`config.mk`:
```
export PLATFORM = sky130hd
export DESIGN_NAME = move_dispatcher_flat
export DESIGN_NICKNAME = d
export VERILOG_FILES = /design/src/rtl/chess_pkg.sv /design/src/rtl/move_dispatcher_if.sv /design/src/rtl/move_precheck.sv /design/src/rtl/move_dispatcher.sv /design/src/flat_wrapper.sv
export SDC_FILE = /design/constraint.sdc
export NUM_CORES = 1
export LEC_CHECK = 0
export CAP_MARGIN = 0
export CORE_ASPECT_RATIO = 0.9
export CORE_MARGIN = 10
export CORE_UTILIZATION = 35
export DETAILED_ROUTE_END_ITERATION = 16
export PLACE_DENSITY_LB_ADDON = 0.1
export SYNTH_ARGS = -nofsm -noshare
export SYNTH_HDL_FRONTEND = slang
export SYNTH_HIERARCHICAL = 1
export SYNTH_SLANG_ARGS = --single-unit
export TNS_END_PERCENT = 10
```
`constraint.sdc`:
```
create_clock -name clk -period 5.15 [get_ports clk]
set_clock_uncertainty 0.2 [all_clocks]
set_input_delay 1.545 -clock clk [delete_from_list [all_inputs] [get_ports clk]]
set_output_delay 1.545 -clock clk [all_outputs]
set_load 0.005 [all_outputs]
```
`src/rtl/chess_pkg.sv`:
```
// Shared piece codes, result codes and dispatcher state encoding for the move
// dispatcher and its precheck helper.
package chess_pkg;

  localparam logic [3:0] PC_PAWN      = 4'd0;
  localparam logic [3:0] PC_KNIGHT    = 4'd1;
  localparam logic [3:0] PC_BISHOP    = 4'd2;
  localparam logic [3:0] PC_ROOK      = 4'd3;
  localparam logic [3:0] PC_QUEEN     = 4'd4;
  localparam logic [3:0] PC_KING      = 4'd5;
  localparam logic [3:0] PC_OPP_FIRST = 4'd6;
  localparam logic [3:0] PC_EMPTY     = 4'd15;

  typedef enum logic [2:0] {
    RES_OK          = 3'd0,
    RES_SRC_EMPTY   = 3'd1,
    RES_SRC_NOT_OWN = 3'd2,
    RES_DST_OWN     = 3'd3,
    RES_NULL        = 3'd4,
    RES_ILLEGAL     = 3'd5,
    RES_TIMEOUT     = 3'd6
  } res_code_t;

  typedef enum logic [2:0] {
    ST_IDLE     = 3'd0,
    ST_PRECHECK = 3'd1,
    ST_DISPATCH = 3'd2,
    ST_WAIT     = 3'd3,
    ST_RESPOND  = 3'd4
  } state_t;

  function automatic logic is_own(input logic [3:0] pc);
    return pc < PC_OPP_FIRST;
  endfunction

  function automatic logic [5:0] piece_onehot(input logic [2:0] pc);
    return 6'(6'b000001 << pc);
  endfunction

  function automatic logic [2:0] abs_diff3(input logic [2:0] a, input logic [2:0] b);
    return (a >= b) ? (a - b) : (b - a);
  endfunction

endpackage

```
`src/rtl/move_dispatcher_if.sv`:
```
// Request, board, checker and result signals of the move dispatcher.
// slave = dispatcher side, master = requester/checker side.
interface move_dispatcher_if;
  logic                 req_valid;
  logic                 req_ready;
  logic [2:0]           old_x, old_y, new_x, new_y;
  logic [7:0][7:0][3:0] board_in;
  logic [2:0]           chk_old_x, chk_old_y, chk_new_x, chk_new_y;
  logic [2:0]           chk_h_delta, chk_v_delta;
  logic [3:0]           chk_piece_type;
  logic [5:0]           chk_valid_input;
  logic [5:0]           chk_valid_move;
  logic [5:0]           chk_valid_output;
  logic                 res_valid;
  logic                 res_ready;
  logic                 res_legal;
  logic [2:0]           res_code;

  modport slave (
    input  req_valid, old_x, old_y, new_x, new_y, board_in,
           chk_valid_move, chk_valid_output, res_ready,
    output req_ready, chk_old_x, chk_old_y, chk_new_x, chk_new_y,
           chk_h_delta, chk_v_delta, chk_piece_type, chk_valid_input,
           res_valid, res_legal, res_code
  );

  modport master (
    output req_valid, old_x, old_y, new_x, new_y, board_in,
           chk_valid_move, chk_valid_output, res_ready,
    input  req_ready, chk_old_x, chk_old_y, chk_new_x, chk_new_y,
           chk_h_delta, chk_v_delta, chk_piece_type, chk_valid_input,
           res_valid, res_legal, res_code
  );
endinterface

```
`src/rtl/move_precheck.sv`:
```
// Combinational source/destination screening; reports the highest-priority
// reject reason, or no reject when the move can go to a checker.
module move_precheck
  import chess_pkg::*;
(
  input  logic [3:0] src_piece,
  input  logic [3:0] dst_piece,
  input  logic       same_sq,
  output logic       reject,
  output res_code_t  code
);

  always_comb begin
    reject = 1'b1;
    code   = RES_OK;
    if (same_sq)                   code = RES_NULL;
    else if (src_piece == PC_EMPTY) code = RES_SRC_EMPTY;
    else if (!is_own(src_piece))    code = RES_SRC_NOT_OWN;
    else if (is_own(dst_piece))     code = RES_DST_OWN;
    else                            reject = 1'b0;
  end

endmodule

```
`src/rtl/move_dispatcher.sv`:
```
// Move dispatcher: accepts a move, screens it, starts the matching piece
// checker and returns its verdict. DISPATCH_TIMEOUT_EN adds a WAIT timeout.
//
// state       | meaning
// ST_IDLE     | ready for a request, latch coordinates and board squares
// ST_PRECHECK | screen src/dst, reject straight to RESPOND
// ST_DISPATCH | one-cycle start pulse to the selected checker
// ST_WAIT     | wait for the selected checker's done (or timeout)
// ST_RESPOND  | hold result until res_ready
module move_dispatcher
  import chess_pkg::*;
#(
  parameter int TIMEOUT_CYCLES = 16
) (
  input logic             clk,
  input logic             reset_n,
  move_dispatcher_if.slave bus
);

  if (TIMEOUT_CYCLES < 2 || TIMEOUT_CYCLES > 255) begin : g_bad_timeout
    $error("move_dispatcher: TIMEOUT_CYCLES must be 2..255");
  end

  state_t     state;
  logic [3:0] dst_piece;
  logic [5:0] sel_mask;
  logic       same_sq;
  logic       pre_reject;
  res_code_t  pre_code;
  logic       sel_done;
  logic       sel_move;

  assign same_sq  = (bus.chk_old_x == bus.chk_new_x) && (bus.chk_old_y == bus.chk_new_y);
  // Only the dispatched checker is looked at; the others are masked off.
  assign sel_done = |(bus.chk_valid_output & sel_mask);
  assign sel_move = |(bus.chk_valid_move & sel_mask);

`ifdef DISPATCH_TIMEOUT_EN
  logic [7:0] tmo_cnt;
  logic       tmo_hit;
  assign tmo_hit = (tmo_cnt == 8'(TIMEOUT_CYCLES - 1));
`endif

  move_precheck u_precheck (
    .src_piece (bus.chk_piece_type),
    .dst_piece (dst_piece),
    .same_sq   (same_sq),
    .reject    (pre_reject),
    .code      (pre_code)
  );

  always_ff @(posedge clk) begin
    if (!reset_n) begin
      state               <= ST_IDLE;
      bus.req_ready       <= 1'b1;
      bus.res_valid       <= 1'b0;
      bus.res_legal       <= 1'b0;
      bus.res_code        <= RES_OK;
      bus.chk_valid_input <= '0;
      bus.chk_old_x       <= '0;
      bus.chk_old_y       <= '0;
      bus.chk_new_x       <= '0;
      bus.chk_new_y       <= '0;
      bus.chk_h_delta     <= '0;
      bus.chk_v_delta     <= '0;
      bus.chk_piece_type  <= '0;
      dst_piece           <= '0;
      sel_mask            <= '0;
`ifdef DISPATCH_TIMEOUT_EN
      tmo_cnt             <= '0;
`endif
    end else begin
      case (state)
        ST_IDLE: begin
          if (bus.req_valid) begin
            bus.chk_old_x      <= bus.old_x;
            bus.chk_old_y      <= bus.old_y;
            bus.chk_new_x      <= bus.new_x;
            bus.chk_new_y      <= bus.new_y;
            bus.chk_h_delta    <= abs_diff3(bus.new_x, bus.old_x);
            bus.chk_v_delta    <= abs_diff3(bus.new_y, bus.old_y);
            bus.chk_piece_type <= bus.board_in[bus.old_y][bus.old_x];
            dst_piece          <= bus.board_in[bus.new_y][bus.new_x];
            bus.req_ready      <= 1'b0;
            state              <= ST_PRECHECK;
          end
        end
        ST_PRECHECK: begin
          if (pre_reject) begin
            bus.res_valid <= 1'b1;
            bus.res_legal <= 1'b0;
            bus.res_code  <= pre_code;
            state         <= ST_RESPOND;
          end else begin
            bus.chk_valid_input <= piece_onehot(bus.chk_piece_type[2:0]);
            sel_mask            <= piece_onehot(bus.chk_piece_type[2:0]);
            state               <= ST_DISPATCH;
          end
        end
        ST_DISPATCH: begin
          bus.chk_valid_input <= '0;
`ifdef DISPATCH_TIMEOUT_EN
          tmo_cnt             <= '0;
`endif
          state               <= ST_WAIT;
        end
        ST_WAIT: begin
          if (sel_done) begin
            bus.res_valid <= 1'b1;
            bus.res_legal <= sel_move;
            bus.res_code  <= sel_move ? RES_OK : RES_ILLEGAL;
            state         <= ST_RESPOND;
          end
`ifdef DISPATCH_TIMEOUT_EN
          else if (tmo_hit) begin
            bus.res_valid <= 1'b1;
            bus.res_legal <= 1'b0;
            bus.res_code  <= RES_TIMEOUT;
            state         <= ST_RESPOND;
          end else begin
            tmo_cnt <= tmo_cnt + 8'd1;
          end
`endif
        end
        ST_RESPOND: begin
          if (bus.res_ready) begin
            bus.res_valid <= 1'b0;
            bus.req_ready <= 1'b1;
            state         <= ST_IDLE;
          end
        end
        default: begin
          bus.res_valid       <= 1'b0;
          bus.chk_valid_input <= '0;
          bus.req_ready       <= 1'b1;
          state               <= ST_IDLE;
        end
      endcase
    end
  end

endmodule

```
`src/flat_wrapper.sv`:
```
// flat-port wrapper written by rule: the top's interface ports become plain ports
module move_dispatcher_flat import chess_pkg::*;
#(
  parameter int TIMEOUT_CYCLES = 16
)
  (clk, reset_n, bus_req_valid, bus_old_x, bus_old_y, bus_new_x, bus_new_y, bus_board_in, bus_chk_valid_move, bus_chk_valid_output, bus_res_ready, bus_req_ready, bus_chk_old_x, bus_chk_old_y, bus_chk_new_x, bus_chk_new_y, bus_chk_h_delta, bus_chk_v_delta, bus_chk_piece_type, bus_chk_valid_input, bus_res_valid, bus_res_legal, bus_res_code);
  move_dispatcher_if bus_i ();
  input logic clk;
  input logic reset_n;
  input wire logic [$bits(bus_i.req_valid)-1:0] bus_req_valid;
  input wire logic [$bits(bus_i.old_x)-1:0] bus_old_x;
  input wire logic [$bits(bus_i.old_y)-1:0] bus_old_y;
  input wire logic [$bits(bus_i.new_x)-1:0] bus_new_x;
  input wire logic [$bits(bus_i.new_y)-1:0] bus_new_y;
  input wire logic [$bits(bus_i.board_in)-1:0] bus_board_in;
  input wire logic [$bits(bus_i.chk_valid_move)-1:0] bus_chk_valid_move;
  input wire logic [$bits(bus_i.chk_valid_output)-1:0] bus_chk_valid_output;
  input wire logic [$bits(bus_i.res_ready)-1:0] bus_res_ready;
  output wire logic [$bits(bus_i.req_ready)-1:0] bus_req_ready;
  output wire logic [$bits(bus_i.chk_old_x)-1:0] bus_chk_old_x;
  output wire logic [$bits(bus_i.chk_old_y)-1:0] bus_chk_old_y;
  output wire logic [$bits(bus_i.chk_new_x)-1:0] bus_chk_new_x;
  output wire logic [$bits(bus_i.chk_new_y)-1:0] bus_chk_new_y;
  output wire logic [$bits(bus_i.chk_h_delta)-1:0] bus_chk_h_delta;
  output wire logic [$bits(bus_i.chk_v_delta)-1:0] bus_chk_v_delta;
  output wire logic [$bits(bus_i.chk_piece_type)-1:0] bus_chk_piece_type;
  output wire logic [$bits(bus_i.chk_valid_input)-1:0] bus_chk_valid_input;
  output wire logic [$bits(bus_i.res_valid)-1:0] bus_res_valid;
  output wire logic [$bits(bus_i.res_legal)-1:0] bus_res_legal;
  output wire logic [$bits(bus_i.res_code)-1:0] bus_res_code;
  assign bus_i.req_valid = bus_req_valid;
  assign bus_i.old_x = bus_old_x;
  assign bus_i.old_y = bus_old_y;
  assign bus_i.new_x = bus_new_x;
  assign bus_i.new_y = bus_new_y;
  assign bus_i.board_in = bus_board_in;
  assign bus_i.chk_valid_move = bus_chk_valid_move;
  assign bus_i.chk_valid_output = bus_chk_valid_output;
  assign bus_i.res_ready = bus_res_ready;
  assign bus_req_ready = bus_i.req_ready;
  assign bus_chk_old_x = bus_i.chk_old_x;
  assign bus_chk_old_y = bus_i.chk_old_y;
  assign bus_chk_new_x = bus_i.chk_new_x;
  assign bus_chk_new_y = bus_i.chk_new_y;
  assign bus_chk_h_delta = bus_i.chk_h_delta;
  assign bus_chk_v_delta = bus_i.chk_v_delta;
  assign bus_chk_piece_type = bus_i.chk_piece_type;
  assign bus_chk_valid_input = bus_i.chk_valid_input;
  assign bus_res_valid = bus_i.res_valid;
  assign bus_res_legal = bus_i.res_legal;
  assign bus_res_code = bus_i.res_code;
  move_dispatcher #(.TIMEOUT_CYCLES(TIMEOUT_CYCLES)) u_core (.clk(clk), .reset_n(reset_n), .bus(bus_i));
endmodule
```
==> flow_summary.json, run 1 <==
{
  "run_status": "finished, final reports clean",
  "routed.top_layer": "met4",
  "required_ps": 5160,
  "antenna_left": 0,
  "detailedRoute.firstPassIterationCount": 5,
  "max-clock-path-buffers": 2,
  "routed_wire_length_per_instance_um": 25.3,
  "cts_inserted_buffers": 5,
  "grt_first_pass_wirelength_um": 41400,
  "detailroute.via_count": 6474,
  "placement.io_buffers": 317,
  "clock_tree.root_cell": "sky130_fd_sc_hd__clkbuf_16",
  "critical_path_class": "input port to flip-flop",
  "initialDrtViolationCount": 445,
  "finish.net_count": 1167,
  "dr_wl_met3_um": 2880,
  "top_level_ports": 318,
  "maxSlewViolCount": 0,
  "chipWidth_um": 156,
  "power.leakage_nw": 3.28,
  "reg.largest.list": "u_core/bus.chk_valid_input: 6 flops, u_core/sel_mask: 6 flops, u_core/bus.chk_piece_type: 4 flops",
  "synthesis.area_um2": 5860,
  "fillCellCount": 1431,
  "rsz_0062_raised_after_global_routing": "no",
  "grt_start_max_net_pins": 45,
  "clk-insertion-delay-late_ps": 290,
  "slew-limit-headroom_pct": 36.0,
  "cellPowerDensity_nw_per_um2": 161,
  "worst_ir_drop_vdd_uv": 119,
  "post-route-util_pct": 56.4,
  "std_cell_rows": 44,
  "die_area_um2": 22300,
  "design.core.area_um2": 16300,
  "layout-drive-gt1-share_pct": 14.0,
  "worstSetupStartpointType": "input port",
  "via_per_inst": 5.99,
  "yosys_warn_count": 6,
  "final-hold-violation-count": 0,
  "multi_input_comb_area_um2": 4560,
  "post_synth.cell_area_avg_um2": 9.86,
  "clock_tree.htree_level_count": 2,
  "drt-met1-wl_um": 10300,
  "dp_hpwl_um": 22900,
  "report.final.setup_viol": 0,
  "area_delta_synth_final_pct": 57.0,
  "max_cap_violations": 0,
  "whs_ps": 256,
  "finalWorstPathRequiredPeriod_ps": 4090,
  "mostFrequentLayoutCell": "sky130_fd_sc_hd__clkdlybuf4s50_1",
  "grt_overflow_total": 0,
  "critPathMaxFanout": 11,
  "drc": 0,
  "initial_antenna_violation_count": 2,
  "global_placement_routability_congestion": 0.882,
  "cp-end-kind": "flip-flop",
  "layout.cells.most_common_list": "sky130_fd_sc_hd__clkdlybuf4s50_1 (312), sky130_fd_sc_hd__mux4_2 (94), sky130_fd_sc_hd__nand2_1 (78), sky130_fd_sc_hd__a21oi_1 (56), sky130_fd_sc_hd__dfxtp_1 (46)",
  "grt_usage_pct": 23.7,
  "worst_setup_hold_path_clk_slew_ps": 60,
  "fmaxAchievable_mhz": 245,
  "finalSetupTns_ps": 0,
  "first_global_vias": 7048,
  "synthesis.nets": 890,
  "tritoncts": "built",
  "postCtsHoldBufs": 0,
  "finalCritPeriodShare_pct": 79.4,
  "crit_arrival_ps": 4100,
  "totalWireLength_um": 27400,
  "ctsResizeCount": 0,
  "die_y_um": 143,
  "clock_sink_count": 46,
  "route.met2.wl_um": 13800,
  "layout.area.seq_um2": 921,
  "min_path_type": "flip-flop to flip-flop",
  "tightestPinTransition_ps": 958,
  "number_of_buffers_inserted_by_post_cts_setup_repair": 0,
  "initial_utilization_pct": 36.0,
  "post_synth_inst_count": 594
}
## per-layer routing
| layer | vias up | track usage (%) |
|---|---|---|
| met3 | 24 | 7.00 |
| li1 | 2920 | - |
| met2 | 341 | 42.3 |
| met5 | - | 0 |
| met1 | 3189 | 27.5 |
| met4 | 0 | 4.96 |
## path summary, 6_finish.rpt
path / end / from / slack [ps] / cells after the start
worst min-delay path: u_core/bus.chk_valid_input[1] / u_core/bus.chk_valid_input[1] / 260 / 2
worst max register to register: u_core/bus.res_legal / u_core/bus.chk_new_x[2] / 2500 / 8
worst max-delay path: u_core/bus.chk_piece_type[2] / bus_old_x[1] / 1060 / 7
worst min register to register: u_core/bus.chk_valid_input[1] / u_core/bus.chk_valid_input[1] / 260 / 2
## cell type report
class / instances / area share (%)
Antenna cell: 2 / 0.0544
Tap cell: 207 / 2.82
Inverter: 14 / 0.571
Timing Repair Buffer: 327 / 35.4
Sequential cell: 46 / 10.0
Clock inverter: 3 / 0.258
Multi-Input combinational cell: 477 / 49.5
Clock buffer: 5 / 1.36
## metrics by stage
stage,cell area (µm²),worst slack [ps],power (mW),std cells
floorplan,5860,1460,0.784,594
global placement,9040,813,1.15,1071
detailed placement,9040,837,1.16,1071
CTS,9190,1140,1.48,1079
global route,9200,991,1.56,1081
finish,9200,1060,1.48,1081
## power by group
group | switching, mW | internal, mW | total, mW | leakage (nW)
combinational | 0.307 | 0.441 | 0.748 | 2.84
clock | 0.142 | 0.181 | 0.323 | 0.0665
sequential | 0.0276 | 0.381 | 0.409 | 0.376
## critical path, stage by stage
cell                              delay (ps)
sky130_fd_sc_hd__clkdlybuf4s50_1         750
sky130_fd_sc_hd__nor2b_1                 800
sky130_fd_sc_hd__a22oi_1                 210
sky130_fd_sc_hd__a21oi_1                 310
sky130_fd_sc_hd__a21oi_1                  70
sky130_fd_sc_hd__a32o_1                  260
sky130_fd_sc_hd__o21ai_1                 140
(Power assumes the default switching activity.)
==> run 2, diff against run 1 <==
==> constraint.sdc (replaced) <==
create_clock -name clk -period 3.7 [get_ports clk]
set_clock_uncertainty 0.2 [all_clocks]
set_input_delay 1.11 -clock clk [delete_from_list [all_inputs] [get_ports clk]]
set_output_delay 1.11 -clock clk [all_outputs]
set_load 0.005 [all_outputs]
==> run 2 against run 1 <==
  * Utilization increased by 0.98 points
  * Combinational power is 40% higher
  * Hold slack worse by 0.87 ps
  * Largest power group unchanged
  * Final cell count increased by 1.2%
  * Flip-flop and latch count is the same
  * Critical path type unchanged
==> flow_summary.json, run 2 (same netlist as run 1, synthesis figures left out) <==
{
  "run_status": "finished, final reports clean",
  "finalWorstPathRequiredPeriod_ps": 3390,
  "clock_tree.htree_level_count": 2,
  "critical-path-top-delay-family": "compound AO/OA/AOI/OAI gates",
  "detailroute.via_count": 6475,
  "totalWireLength_um": 27400,
  "finalSetupTns_ps": 0,
  "ctsResizeCount": 0,
  "fillCellCount": 1429,
  "grt_overflow_total": 0,
  "worst_setup_hold_path_clk_slew_ps": 70,
  "area_delta_synth_final_pct": 59.7,
  "die_area_um2": 22300,
  "cpMaxStageDelayCell": "sky130_fd_sc_hd__clkdlybuf4s50_1",
  "report.final.setup_viol": 0,
  "placed_insts": 1085,
  "postCtsHoldBufs": 0,
  "finalNonFillerCells": 1094,
  "min_path_type": "flip-flop to flip-flop",
  "clock_sink_count": 46,
  "layout.cells.most_common_list": "sky130_fd_sc_hd__clkdlybuf4s50_1 (312), sky130_fd_sc_hd__mux4_2 (94), sky130_fd_sc_hd__nand2_1 (78), sky130_fd_sc_hd__a21oi_1 (56), sky130_fd_sc_hd__dfxtp_1 (46)",
  "max_stage_delay_ps": 740,
  "placement.io_buffers": 317,
  "grt_start_max_net_pins": 33,
  "rsz_0062_raised_after_global_routing": "no",
  "final-hold-violation-count": 0,
  "fin_area_um2": 9360,
  "mostFrequentLayoutCell": "sky130_fd_sc_hd__clkdlybuf4s50_1",
  "antenna_left": 0,
  "design.core.area_um2": 16300,
  "clock_tree.root_cell": "sky130_fd_sc_hd__clkbuf_16",
  "routed_wire_length_per_instance_um": 25.1,
  "crit_arrival_ps": 3410,
  "first_global_vias": 7016,
  "r2r_setup_slack_ps": 1090,
  "initialDrtViolationCount": 495,
  "met1_usage_pct": 27.7,
  "max-clock-path-buffers": 2,
  "std_cell_rows": 44,
  "drc": 0,
  "critical_path_class": "input port to flip-flop",
  "slew-limit-headroom_pct": 57.5,
  "max_cap_violations": 0,
  "tightestPinTransition_ps": 633,
  "worstSetupStartpointType": "input port",
  "finalCritPeriodShare_pct": 91.7,
  "worstPathBufferInverterCount": 1,
  "fmaxAchievable_mhz": 295,
  "number_of_buffers_inserted_by_post_cts_setup_repair": 0,
  "dp_hpwl_um": 23100,
  "top_level_ports": 318,
  "grt_first_pass_wirelength_um": 41100,
  "required_ps": 3720,
  "initial_utilization_pct": 36.0,
  "grt.busiest_layer": "met2",
  "crit_path_cell_trace": "clkdlybuf4s50_1 > and2_1 > a22oi_1 > a21oi_1 > a21oi_1 > a32o_1 > o21ai_1",
  "grt_usage_pct": 23.7,
  "tritoncts": "built",
  "clk-insertion-delay-late_ps": 280,
  "initial_antenna_violation_count": 1,
  "globalRouteMet2Util_pct": 40.6,
  "finish.net_count": 1181,
  "die_y_um": 143,
  "detailed_place.area_um2": 9190,
  "via_per_inst": 5.92,
  "post-route-util_pct": 57.4,
  "global_placement_routability_congestion": 0.924,
  "power.leakage_nw": 3.38,
  "chipWidth_um": 156,
  "cts_inserted_buffers": 5,
  "worst_ir_drop_vdd_uv": 177,
  "cp-end-kind": "flip-flop",
  "groute.layer.met3.usage_pct": 7.78,
  "critPathMaxFanout": 11,
  "cellPowerDensity_nw_per_um2": 228,
  "layout-drive-gt1-share_pct": 15.3,
  "detailedRoute.firstPassIterationCount": 6,
  "maxSlewViolCount": 0,
  "reg.largest.list": "u_core/bus.chk_valid_input: 6 flops, u_core/sel_mask: 6 flops, u_core/bus.chk_piece_type: 4 flops",
  "timing.critical_path.mode_cell": "sky130_fd_sc_hd__a21oi_1"
}
run 2: changes by cell type in the layout (fill, tap and decap cells not counted):
cell	before	now
sky130_fd_sc_hd__buf_12	2	5
sky130_fd_sc_hd__bufinv_16	0	1
sky130_fd_sc_hd__clkinv_2	0	1
sky130_fd_sc_hd__buf_4	11	22
sky130_fd_sc_hd__clkinvlp_4	2	0
sky130_fd_sc_hd__diode_2	2	1
run 2: per-layer routing:
| layer | share of wire, % | wire length [µm] | up-vias |
|---|---|---|---|
| li1 | - | - | 2946 |
| met1 | 38 | 10500 | 3137 |
| met2 | 49 | 13300 | 356 |
| met3 | 11 | 3010 | 36 |
| met4 | 2.4 | 650 | 0 |
| met5 | 0 | 0 | - |
run 2: worst paths after layout:
kind,start,endpoint,depth (start not counted)
setup / recovery,bus_old_x[1],u_core/bus.chk_piece_type[2],7
hold / removal,u_core/bus.chk_v_delta[1],u_core/bus.chk_v_delta[1],2
setup reg to reg,u_core/bus.chk_old_x[2],u_core/bus.res_legal,8
hold reg to reg,u_core/bus.chk_v_delta[1],u_core/bus.chk_v_delta[1],2
run 2: final cells by class:
cell class	instances	area [µm²]	area share, %
diodes	1	2.50	0.0267
clock buffers	5	125	1.34
clock inverters	3	43.8	0.468
inverters	14	52.6	0.561
multi-input cells	477	4560	48.7
flip-flops and latches	46	921	9.84
well taps	207	259	2.77
repair buffers	341	3400	36.3
run 2: per-stage QoR:
step                setup slack, ps  power, mW  hold slack, ps
floorplan                       443       1.09             244
global placement                181       1.61             243
detailed placement              128       1.63             246
CTS                             404       2.15             256
global route                    216       2.24             275
finish                          309       2.14             255
run 2: worst reg2reg max path, delay by kind of cell (launching register included):
| family | cells | cell delay [ps] |
|---|---|---|
| AO/OA/AOI/OAI | 2 | 320 |
| flip-flops | 1 | 380 |
| XOR/XNOR | 1 | 150 |
| AND/OR/NAND/NOR | 5 | 1500 |
run 2: power by group:
part | switching [mW] | leakage, nW | internal, mW
Clock | 0.195 | 0.0842 | 0.320
Combinational | 0.427 | 2.92 | 0.627
Sequential | 0.0388 | 0.376 | 0.530
Total | 0.661 | 3.38 | 1.48
==> run 3, diff against run 2 <==
--- a/config.mk
+++ b/config.mk
@@ -8,9 +8,10 @@
 export CAP_MARGIN = 0
 export CORE_ASPECT_RATIO = 0.9
 export CORE_MARGIN = 10
-export CORE_UTILIZATION = 35
+export CORE_UTILIZATION = 38
 export DETAILED_ROUTE_END_ITERATION = 16
 export PLACE_DENSITY_LB_ADDON = 0.1
+export RECOVER_POWER = 25
 export SYNTH_ARGS = -nofsm -noshare
 export SYNTH_HDL_FRONTEND = slang
 export SYNTH_HIERARCHICAL = 1
==> run 3 against run 2 <==
  * Utilization grew 5.3 points
  * Setup slack improved by 140 ps
  * Count of clock-buffer cells in the layout unchanged
  * Register-to-register slack got worse by 50 ps
  * Clock power down 12%
  * Total power decreased by 2.3%
  * Die area is 6.9% lower
  * Critical endpoint is now u_core/bus.chk_v_delta[2]
==> flow_summary.json, run 3 (same netlist as run 1, synthesis figures left out) <==
{
  "post-route-util_pct": 62.7,
  "top_level_ports": 318,
  "reg.largest.list": "u_core/bus.chk_valid_input: 6 flops, u_core/sel_mask: 6 flops, u_core/bus.chk_piece_type: 4 flops",
  "run_status": "finished, final reports clean",
  "grt.busiest_layer": "met2",
  "cp-end-kind": "flip-flop",
  "power.leakage_nw": 3.42,
  "max_cap_violations": 0,
  "final-hold-violation-count": 0,
  "critPathMaxFanout": 15,
  "r2r_start": "u_core/bus.chk_old_x[0]",
  "initial_antenna_violation_count": 6,
  "critical_path_class": "input port to flip-flop",
  "crit_arrival_ps": 3230,
  "std_cell_rows": 42,
  "finalCritPeriodShare_pct": 88.0,
  "grt_overflow_total": 0,
  "r2r_setup_slack_ps": 1040,
  "global_placement_routability_congestion": 0.893,
  "worst_ir_drop_vdd_uv": 211,
  "cp-endpoint": "u_core/bus.chk_v_delta[2]",
  "detailedRoute.firstPassIterationCount": 5,
  "fillCellCount": 1240,
  "layout.cells.most_common_list": "sky130_fd_sc_hd__clkdlybuf4s50_1 (293), sky130_fd_sc_hd__mux4_2 (94), sky130_fd_sc_hd__nand2_1 (78), sky130_fd_sc_hd__a21oi_1 (56), sky130_fd_sc_hd__dfxtp_1 (46)",
  "tritoncts": "built",
  "max-clock-path-buffers": 2,
  "met1_usage_pct": 30.1,
  "clock_sink_count": 46,
  "crit_path_cell_trace": "buf_2 > inv_1 > ha_1 > nand2b_1 > a21o_1 > a21o_1 > mux2i_1 > xnor2_1 > a211oi_1",
  "detailroute.via_count": 6718,
  "crit_cells": 9,
  "antenna_left": 0,
  "finalSetupTns_ps": 0,
  "worst_setup_hold_path_clk_slew_ps": 70,
  "clk-insertion-delay-late_ps": 290,
  "dp_hpwl_um": 24800,
  "fmaxAchievable_mhz": 307,
  "area_delta_synth_final_pct": 59.7,
  "finish.net_count": 1183,
  "rsz_0062_raised_after_global_routing": "no",
  "min_path_type": "flip-flop to flip-flop",
  "design.core.area_um2": 14900,
  "die_y_um": 138,
  "clock_tree.htree_level_count": 2,
  "initialDrtViolationCount": 566,
  "finalWorstPathRequiredPeriod_ps": 3250,
  "worstSetupStartpoint": "bus_new_y[0]",
  "critical-path-top-delay-family": "buffers and inverters",
  "finalNonFillerCells": 1092,
  "mostFrequentLayoutCell": "sky130_fd_sc_hd__clkdlybuf4s50_1",
  "report.final.setup_viol": 0,
  "fin_area_um2": 9360,
  "worstSetupStartpointType": "input port",
  "initial_utilization_pct": 39.3,
  "grt_usage_pct": 27.4,
  "maxSlewViolCount": 0,
  "totalWireLength_um": 28900,
  "cts_inserted_buffers": 5,
  "first_global_vias": 7235,
  "number_of_buffers_inserted_by_post_cts_setup_repair": 0,
  "globalRouteMet2Util_pct": 46.6,
  "routed_wire_length_per_instance_um": 26.5,
  "detailed_place.area_um2": 9190,
  "grt_first_pass_wirelength_um": 43600,
  "required_ps": 3670,
  "clock_tree.root_cell": "sky130_fd_sc_hd__clkbuf_16",
  "worst_hold_path.num_cells": 2,
  "ctsResizeCount": 0,
  "slew-limit-headroom_pct": 51.4,
  "cpMaxStageDelayCell": "sky130_fd_sc_hd__buf_2",
  "drc": 0,
  "placement.io_buffers": 317,
  "placed_insts": 1078,
  "crit-reg2reg-capture": "u_core/bus.res_legal",
  "layout-drive-gt1-share_pct": 15.5,
  "worst_r2r_path_depth": 8,
  "postCtsHoldBufs": 0,
  "cellPowerDensity_nw_per_um2": 223,
  "via_per_inst": 6.15,
  "timing.critical_path.mode_cell": "sky130_fd_sc_hd__a21o_1",
  "max_stage_delay_ps": 400,
  "grt_start_max_net_pins": 34,
  "die_area_um2": 20800,
  "tightestPinTransition_ps": 728,
  "groute.layer.met3.usage_pct": 9.90,
  "chipWidth_um": 151,
  "worstPathBufferInverterCount": 2
}
## run 3: changes by cell type in the layout (fill, tap and decap cells not counted), sizes merged
| cell | previous run | this run |
|---|---|---|
| clkdlybuf4s50 | 312 | 293 |
| dlygate4sd3 | 0 | 19 |
| diode | 1 | 6 |
| buf | 29 | 31 |
| clkinvlp | 0 | 2 |
| bufinv | 1 | 0 |
| clkinv | 5 | 4 |
## run 3: layout make-up
| class | count | area (µm²) | share of cell area [%] |
|---|---|---|---|
| Timing Repair Buffer | 343 | 3410 | 36.5 |
| Clock buffer | 5 | 125 | 1.34 |
| Inverter | 14 | 52.6 | 0.562 |
| Sequential cell | 46 | 921 | 9.84 |
| Tap cell | 198 | 248 | 2.65 |
| Multi-Input combinational cell | 477 | 4560 | 48.7 |
| Antenna cell | 6 | 15.0 | 0.160 |
| Clock inverter | 3 | 23.8 | 0.254 |
## run 3: where the power goes
part	switching (mW)	leakage, nW	internal [mW]
clock	0.200	0.0665	0.253
sequential	0.0350	0.376	0.530
combinational	0.446	2.98	0.625
## run 3: worst min path at each step
stage | to | start | slack, ps
CTS | u_core/bus.chk_valid_input[2] | u_core/bus.chk_valid_input[2] | 260
finish | u_core/bus.res_code[2] | u_core/bus.res_code[2] | 260
global placement | u_core/bus.chk_h_delta[1] | u_core/bus.chk_h_delta[1] | 240
global route | u_core/bus.chk_valid_input[3] | u_core/bus.chk_valid_input[3] | 280
floorplan | u_core/sel_mask[4] | u_core/sel_mask[4] | 240
detailed placement | u_core/bus.chk_valid_input[2] | u_core/bus.chk_valid_input[2] | 250
## run 3: worst reg2reg max path: cells and delay by family, from the launching register on
kind,cells,cell delay (ps)
DFF,1,330
and+or+nand+nor,5,1530
xor gates and xnor gates,1,220
AOI/OAI and AO/OA,2,330
## run 3: through the flow
stage / power, mW / hold WS, ps / setup WS [ps]
2_1_floorplan: 1.09 / 244 / 443
3_3_place_gp: 1.62 / 244 / 283
3_5_place_dp: 1.64 / 251 / 198
4_1_cts: 2.09 / 261 / 483
5_1_grt: 2.19 / 278 / 300
6_report: 2.09 / 255 / 445
## run 3: layer usage
layer	routed length [µm]	vias up
met5	0	-
met4	1240	0
met3	3150	69
met2	14200	429
met1	10400	3260
li1	-	2960
